===== config.mk =====
export PLATFORM = sky130hd
export DESIGN_NAME = inst_fetch_queue
export DESIGN_NICKNAME = d
export VERILOG_FILES = /design/src/rtl/inst_fetch_queue.sv
export SDC_FILE = /design/constraint.sdc
export NUM_CORES = 1
export LEC_CHECK = 0
export CAP_MARGIN = 5
export CORE_ASPECT_RATIO = 1.1
export CORE_MARGIN = 4
export CORE_UTILIZATION = 40
export CTS_CLUSTER_DIAMETER = 100
export CTS_CLUSTER_SIZE = 10
export DETAILED_ROUTE_END_ITERATION = 8
export SLEW_MARGIN = 20
export SYNTH_ARGS = -nofsm -noshare
export SYNTH_HDL_FRONTEND = slang
export SYNTH_SLANG_ARGS = --single-unit

===== constraint.sdc =====
create_clock -name clk -period 4.05 [get_ports clk]
set_input_delay 0.6075 -clock clk [delete_from_list [all_inputs] [get_ports clk]]
set_output_delay 0.6075 -clock clk [all_outputs]
set_load 0.02 [all_outputs]

===== src/rtl/inst_fetch_queue.sv =====
`timescale 1ns/1ps
// -----------------------------------------------------------------------------
// inst_fetch_queue
//
// Instruction fetch front end. Issues sequential word-aligned fetch requests to
// instruction memory, buffers the in-order responses in a small FIFO together
// with their PCs, and presents one {pc, inst} per cycle to decode. A redirect
// from execute flushes the FIFO, restarts fetch at the new PC and arranges for
// every response still in flight to be discarded on arrival.
//
// Parameters:
//   QUEUE_DEPTH  FIFO entries and outstanding-request budget (power of 2, >= 2)
//   RESET_PC     first fetch address after reset
//
// Ports:
//   clk, reset_n                 clock, asynchronous active-low reset
//   ireq_valid/ready/addr        fetch request channel to instruction memory
//   iresp_valid/inst             in-order, non-stallable response beats
//   out_valid/ready/pc/inst      instruction stream to decode
//   jump_valid/addr              redirect from execute (addr[1:0] ignored)
//
// Optional feature (macro FETCH_BYPASS_EN):
//   When defined, a response arriving while the FIFO is empty and nothing is
//   being dropped is presented to decode in the same cycle; if decode takes it,
//   it never enters the FIFO. When undefined, outputs are registered apart from
//   the jump_valid gating.
// -----------------------------------------------------------------------------
module inst_fetch_queue #(
    parameter int unsigned QUEUE_DEPTH = 4,
    parameter logic [31:0] RESET_PC    = 32'h0000_0000
) (
    input  logic        clk,
    input  logic        reset_n,
    output logic        ireq_valid,
    input  logic        ireq_ready,
    output logic [31:0] ireq_addr,
    input  logic        iresp_valid,
    input  logic [31:0] iresp_inst,
    output logic        out_valid,
    input  logic        out_ready,
    output logic [31:0] out_pc,
    output logic [31:0] out_inst,
    input  logic        jump_valid,
    input  logic [31:0] jump_addr
);

    localparam int unsigned PTR_W = $clog2(QUEUE_DEPTH);
    localparam int unsigned CNT_W = PTR_W + 1;
    localparam int unsigned SUM_W = CNT_W + 2;

    // Architectural state
    logic [31:0]      fetch_pc_q, fetch_pc_d;
    logic [PTR_W-1:0] head_q, head_d, tail_q, tail_d;
    logic [CNT_W-1:0] count_q, count_d;
    logic [CNT_W-1:0] pend_q, pend_d;
    logic [CNT_W-1:0] drop_q, drop_d;
    logic [PTR_W-1:0] ppc_head_q, ppc_head_d, ppc_tail_q, ppc_tail_d;
    // Low during reset and for the cycle in which reset is released, so that
    // no request is presented while the block is still held in reset.
    logic             run_q;

    // Storage: output FIFO of {pc, inst} and the PC FIFO of pending requests
    logic [31:0] pc_mem   [QUEUE_DEPTH];
    logic [31:0] inst_mem [QUEUE_DEPTH];
    logic [31:0] ppc_mem  [QUEUE_DEPTH];

    // Combinational helpers
    logic             accept;
    logic             resp_keep;
    logic             resp_drop;
    logic [31:0]      resp_pc;
    logic             bypass_hit;
    logic             fifo_push;
    logic             fifo_pop;
    logic [SUM_W-1:0] credit_sum;
    logic             jump_addr_unused;

    // The low address bits of a redirect target are deliberately discarded.
    assign jump_addr_unused = ^jump_addr[1:0];

    assign resp_drop = iresp_valid && (drop_q != '0);
    assign resp_keep = iresp_valid && (drop_q == '0);
    assign resp_pc   = ppc_mem[ppc_head_q];

    // Credit covers FIFO entries, requests in flight and responses still to be
    // discarded, so every kept response is guaranteed a free FIFO slot.
    assign credit_sum = SUM_W'(count_q) + SUM_W'(pend_q) + SUM_W'(drop_q);
    assign ireq_valid = run_q && !jump_valid && (credit_sum < SUM_W'(QUEUE_DEPTH));
    assign ireq_addr  = fetch_pc_q;
    assign accept     = ireq_valid && ireq_ready;

`ifdef FETCH_BYPASS_EN
    assign bypass_hit = run_q && (count_q == '0) && (drop_q == '0) && !jump_valid && iresp_valid;
`else
    assign bypass_hit = 1'b0;
`endif

    always_comb begin
        out_valid = ((count_q != '0) || bypass_hit) && !jump_valid;
        out_pc    = '0;
        out_inst  = '0;
        if (bypass_hit) begin
            out_pc   = resp_pc;
            out_inst = iresp_inst;
        end else if (count_q != '0) begin
            out_pc   = pc_mem[head_q];
            out_inst = inst_mem[head_q];
        end
    end

    // A bypassed response that decode takes this cycle never enters the FIFO;
    // bypass_hit implies an empty FIFO, so fifo_pop only ever pops a real entry.
    assign fifo_push = resp_keep && !jump_valid && !(bypass_hit && out_ready);
    assign fifo_pop  = out_valid && out_ready && (count_q != '0);

    // NOTE: every *_d gets its hold value first, so no path leaves a variable
    // unassigned and no latch can be inferred.
    always_comb begin
        fetch_pc_d = fetch_pc_q;
        head_d     = head_q;
        tail_d     = tail_q;
        count_d    = count_q;
        pend_d     = pend_q;
        drop_d     = drop_q;
        ppc_head_d = ppc_head_q;
        ppc_tail_d = ppc_tail_q;

        if (jump_valid) begin
            // Redirect wins: flush the FIFO, turn every pending request into a
            // pending drop (less one if its response is arriving right now).
            head_d     = tail_q;
            count_d    = '0;
            fetch_pc_d = {jump_addr[31:2], 2'b00};
            drop_d     = drop_q + pend_q - CNT_W'(iresp_valid);
            pend_d     = '0;
            ppc_head_d = ppc_tail_q;
        end else begin
            if (accept) begin
                fetch_pc_d = fetch_pc_q + 32'd4;
                ppc_tail_d = ppc_tail_q + 1'b1;
            end
            if (resp_drop) begin
                drop_d = drop_q - 1'b1;
            end
            if (resp_keep) begin
                ppc_head_d = ppc_head_q + 1'b1;
            end
            if (fifo_push) begin
                tail_d = tail_q + 1'b1;
            end
            if (fifo_pop) begin
                head_d = head_q + 1'b1;
            end
            pend_d  = pend_q + CNT_W'(accept) - CNT_W'(resp_keep);
            count_d = count_q + CNT_W'(fifo_push) - CNT_W'(fifo_pop);
        end
    end

    // NOTE: state registers use non-blocking assignments so every flop samples
    // the pre-edge value of every other flop, independent of block ordering.
    always_ff @(posedge clk or negedge reset_n) begin
        if (!reset_n) begin
            fetch_pc_q <= RESET_PC;
            head_q     <= '0;
            tail_q     <= '0;
            count_q    <= '0;
            pend_q     <= '0;
            drop_q     <= '0;
            ppc_head_q <= '0;
            ppc_tail_q <= '0;
            run_q      <= 1'b0;
        end else begin
            fetch_pc_q <= fetch_pc_d;
            head_q     <= head_d;
            tail_q     <= tail_d;
            count_q    <= count_d;
            pend_q     <= pend_d;
            drop_q     <= drop_d;
            ppc_head_q <= ppc_head_d;
            ppc_tail_q <= ppc_tail_d;
            run_q      <= 1'b1;
        end
    end

    // NOTE: the storage arrays are not reset; an entry is only read once
    // count/pend say it was written, and outputs are forced to zero when empty.
    always_ff @(posedge clk) begin
        if (fifo_push) begin
            pc_mem[tail_q]   <= resp_pc;
            inst_mem[tail_q] <= iresp_inst;
        end
        if (accept) begin
            ppc_mem[ppc_tail_q] <= fetch_pc_q;
        end
    end

endmodule


==> metrics.txt <==
hold_buf cts 0; Final period util 94.64%; site row count 78; vias in the first global route 9,285; IR drop worst, VDD 0.4131 mV; Skew-Pair Late Insertion Delay 540 ps; drt first pass iters 5; Final Cell Area 20,630 um^2; Placed Instance Area 19,310 um^2; CP Launch Point pend_q[1]$_DFF_PN0_; I/O Buffers 161; P&R area growth vs syn 22.52%; n_diodes 0; layout cells sized above 1 17.47%; leakage dissipation 6.869 nW; cts bufs inserted 47; CP arrival 3230 ps; fraction of registers with async set or reset after synthesis 11.54%; first-pass GRT wire length 54,700 um; FF-to-FF setup slack 710 ps; Max-Cap Viols 0; largest net degree at the start of global routing 65; gr ovfl total 0; startpoint type of the worst setup path register; Antenna Violating Nets Remaining 0; Yosys warning count 0; root buffer cell clkbuf_16; Post-Synthesis Cell Area 16,840 um^2; critical setup path kind register to output pin; PD cells 659.5 nW/um^2; cell count after synthesis 906; CP Capture Type output pin; Slew HR 34.77%; Reg clk slew, reported paths 60 ps; Final WS setup 217.0 ps; DRT Wirelength 34,730 um; Post-Route Skew 14.72 ps; die area 45,440 um^2; Critical R2R Launch pend_q[1]$_DFF_PN0_; synth unique cells 51; wire length per cell 20.65 um; HP Class input pin to asynchronous set/reset pin; Worst R2R Path Depth 15; CTS resizes 0; CTS sink cnt 416; GP Congestion 0.7616; core footprint 41,380 um^2; number of buffers added for setup after CTS 0; CTS tree yes; DR vias/cell 5.204; hpwl dp 21,830 um; Max Buffers Root-to-Sink 3; initial core utilization 40.69%; Post-route DRC 0; RSZ-0062 raised after global routing no; gr usage total 15.41%; ys flop type edfxtp_1; Final Power 13.60 mW; Min Hold Slack 228.3 ps; status completed; pre-CTS setup slack 718.6 ps; CTS H-tree depth 2; nets 1,199; CP endpoint ireq_valid; critical path required time 3440 ps; Seq cells post-synth 416; Boundary Pins 168; CP Max Fanout 3; clock period minus final worst setup slack 3833 ps; reg-to-reg endpoint pend_q[2]$_DFF_PN0_; Chip Width 203.6 um; DR vias 8,753; Seq/Total Area, Yosys 72.77%; Fin Setup TNS 0 ps; fillers 3,494; initial antenna violation count 0; Post-synth EDFFs 368; Die Y-Extent 223.2 um; final setup vio count 0; final hold vios 0; Worst Tran Pin Value 978.4 ps; Syn Area/Cell 18.58 um^2; Max Freq 0.2609 GHz; Final Max Slew Viols 0; Initial DRC Count 364
cell usage in the layout, fill, tap and decap left out, drive strengths merged, types with 10 or more instances in the layout:
cell           Yosys  final
buf               27     31
nand2             41     41
o211ai            10     10
nor2              20     20
ha                20     20
dfrtp             48     48
and2              69     69
clkdlybuf4s50      0    159
a21oi             14     14
edfxtp           368    368
mux4              92     92
a221o             11     11
inv               37     37
nand3             15     15
o21ai             24     24
clkbuf            18     68
cells by family (layout without fill, tap and decap cells):
| logic type | count (synthesis) | count (layout) | synth area share, % |
|---|---|---|---|
| simple gates | 194 | 194 | 6.458 |
| other cells | 2 | 5 | 0.04460 |
| xor+xnor | 14 | 14 | 0.7283 |
| fa+ha+maj | 26 | 26 | 2.200 |
| mux | 96 | 96 | 12.56 |
| buf+inv | 82 | 295 | 2.103 |
| compound gates | 76 | 76 | 3.143 |
| flops | 416 | 416 | 72.77 |
layout make-up:
cell class | instances | area [um^2] | area share (%)
Multi-Input combinational cell | 411 | 4254 | 20.62
Sequential cell | 416 | 12260 | 59.43
Timing Repair Buffer | 190 | 1957 | 9.486
Inverter | 37 | 138.9 | 0.6733
Tap cell | 560 | 700.7 | 3.397
Clock buffer | 68 | 1319 | 6.393
per-layer routing:
| layer | part of all wire [%] | global-route usage (%) | routed length, um | vias up |
|---|---|---|---|---|
| met2 | 50 | 26.44 | 17530 | 276 |
| met1 | 42 | 20.39 | 14640 | 4480 |
| met3 | 5.7 | 3.184 | 1991 | 49 |
| met5 | 0 | 0 | 0 | - |
| met4 | 1.7 | 3.526 | 578 | 0 |
| li1 | - | - | - | 3948 |
critical path, stage by stage (launching register included):
cell and delay, ps:
dfrtp_1 420, inv_1 100, fa_1 510, nor2_1 150
fa_1 430, nor2_1 170, o211ai_1 120, nor2_1 140
clkdlybuf4s50_1 640
registers in the layout, indices dropped and copies added, names as in the netlist:
name,count
inst_mem,128
pc_mem,120
ppc_mem,120
ireq_addr,30
count_q,3
drop_q,3
pend_q,3
head_q,2
ppc_head_q,2
ppc_tail_q,2
tail_q,2
run_q,1
how the worst min path moves through the flow:
stage | start | to | slack (ps) | cells past startpoint
finish | reset_n | ireq_addr[6]$_DFFE_PN0N_ | 230 | 1
global placement | drop_q[1]$_DFFE_PN0P_ | drop_q[1]$_DFFE_PN0P_ | 540 | 2
floorplan | reset_n | count_q[0]$_DFF_PN0_ | 310 | 0
CTS | reset_n | ireq_addr[6]$_DFFE_PN0N_ | 240 | 1
global route | reset_n | ireq_addr[6]$_DFFE_PN0N_ | 290 | 1
detailed placement | ppc_tail_q[1]$_DFFE_PN0P_ | ppc_head_q[1]$_DFFE_PN0P_ | 550 | 2
Yosys cell counts, drive strengths merged (6+ instances only):
cell type | n | share of area (%)
buf | 27 | 0.88
mux4 | 92 | 12
a21oi | 14 | 0.48
and2 | 69 | 2.6
nand4 | 9 | 0.33
o21ai | 24 | 0.71
xnor2 | 9 | 0.47
o211ai | 10 | 0.45
clkbuf | 18 | 0.40
nor3 | 9 | 0.30
nor2 | 20 | 0.46
dfrtp | 48 | 7.1
a221o | 11 | 0.65
inv | 37 | 0.82
nand3 | 15 | 0.55
nand2 | 41 | 0.91
ha | 20 | 1.5
edfxtp | 368 | 66
nor4 | 7 | 0.33
fa | 6 | 0.71
metrics by stage:
stage	util [%]	instances
finish	49.85	1682
global route	49.85	1682
CTS	49.85	1682
detailed placement	46.66	1614
global placement	46.66	1614
floorplan	-	909
report_power, final:
group | switching, mW | internal [mW]
combinational | 1.98 | 2.09
sequential | 0.553 | 5.26
clock | 1.51 | 2.21
No activity file was read; power rests on OpenSTA's default activity.
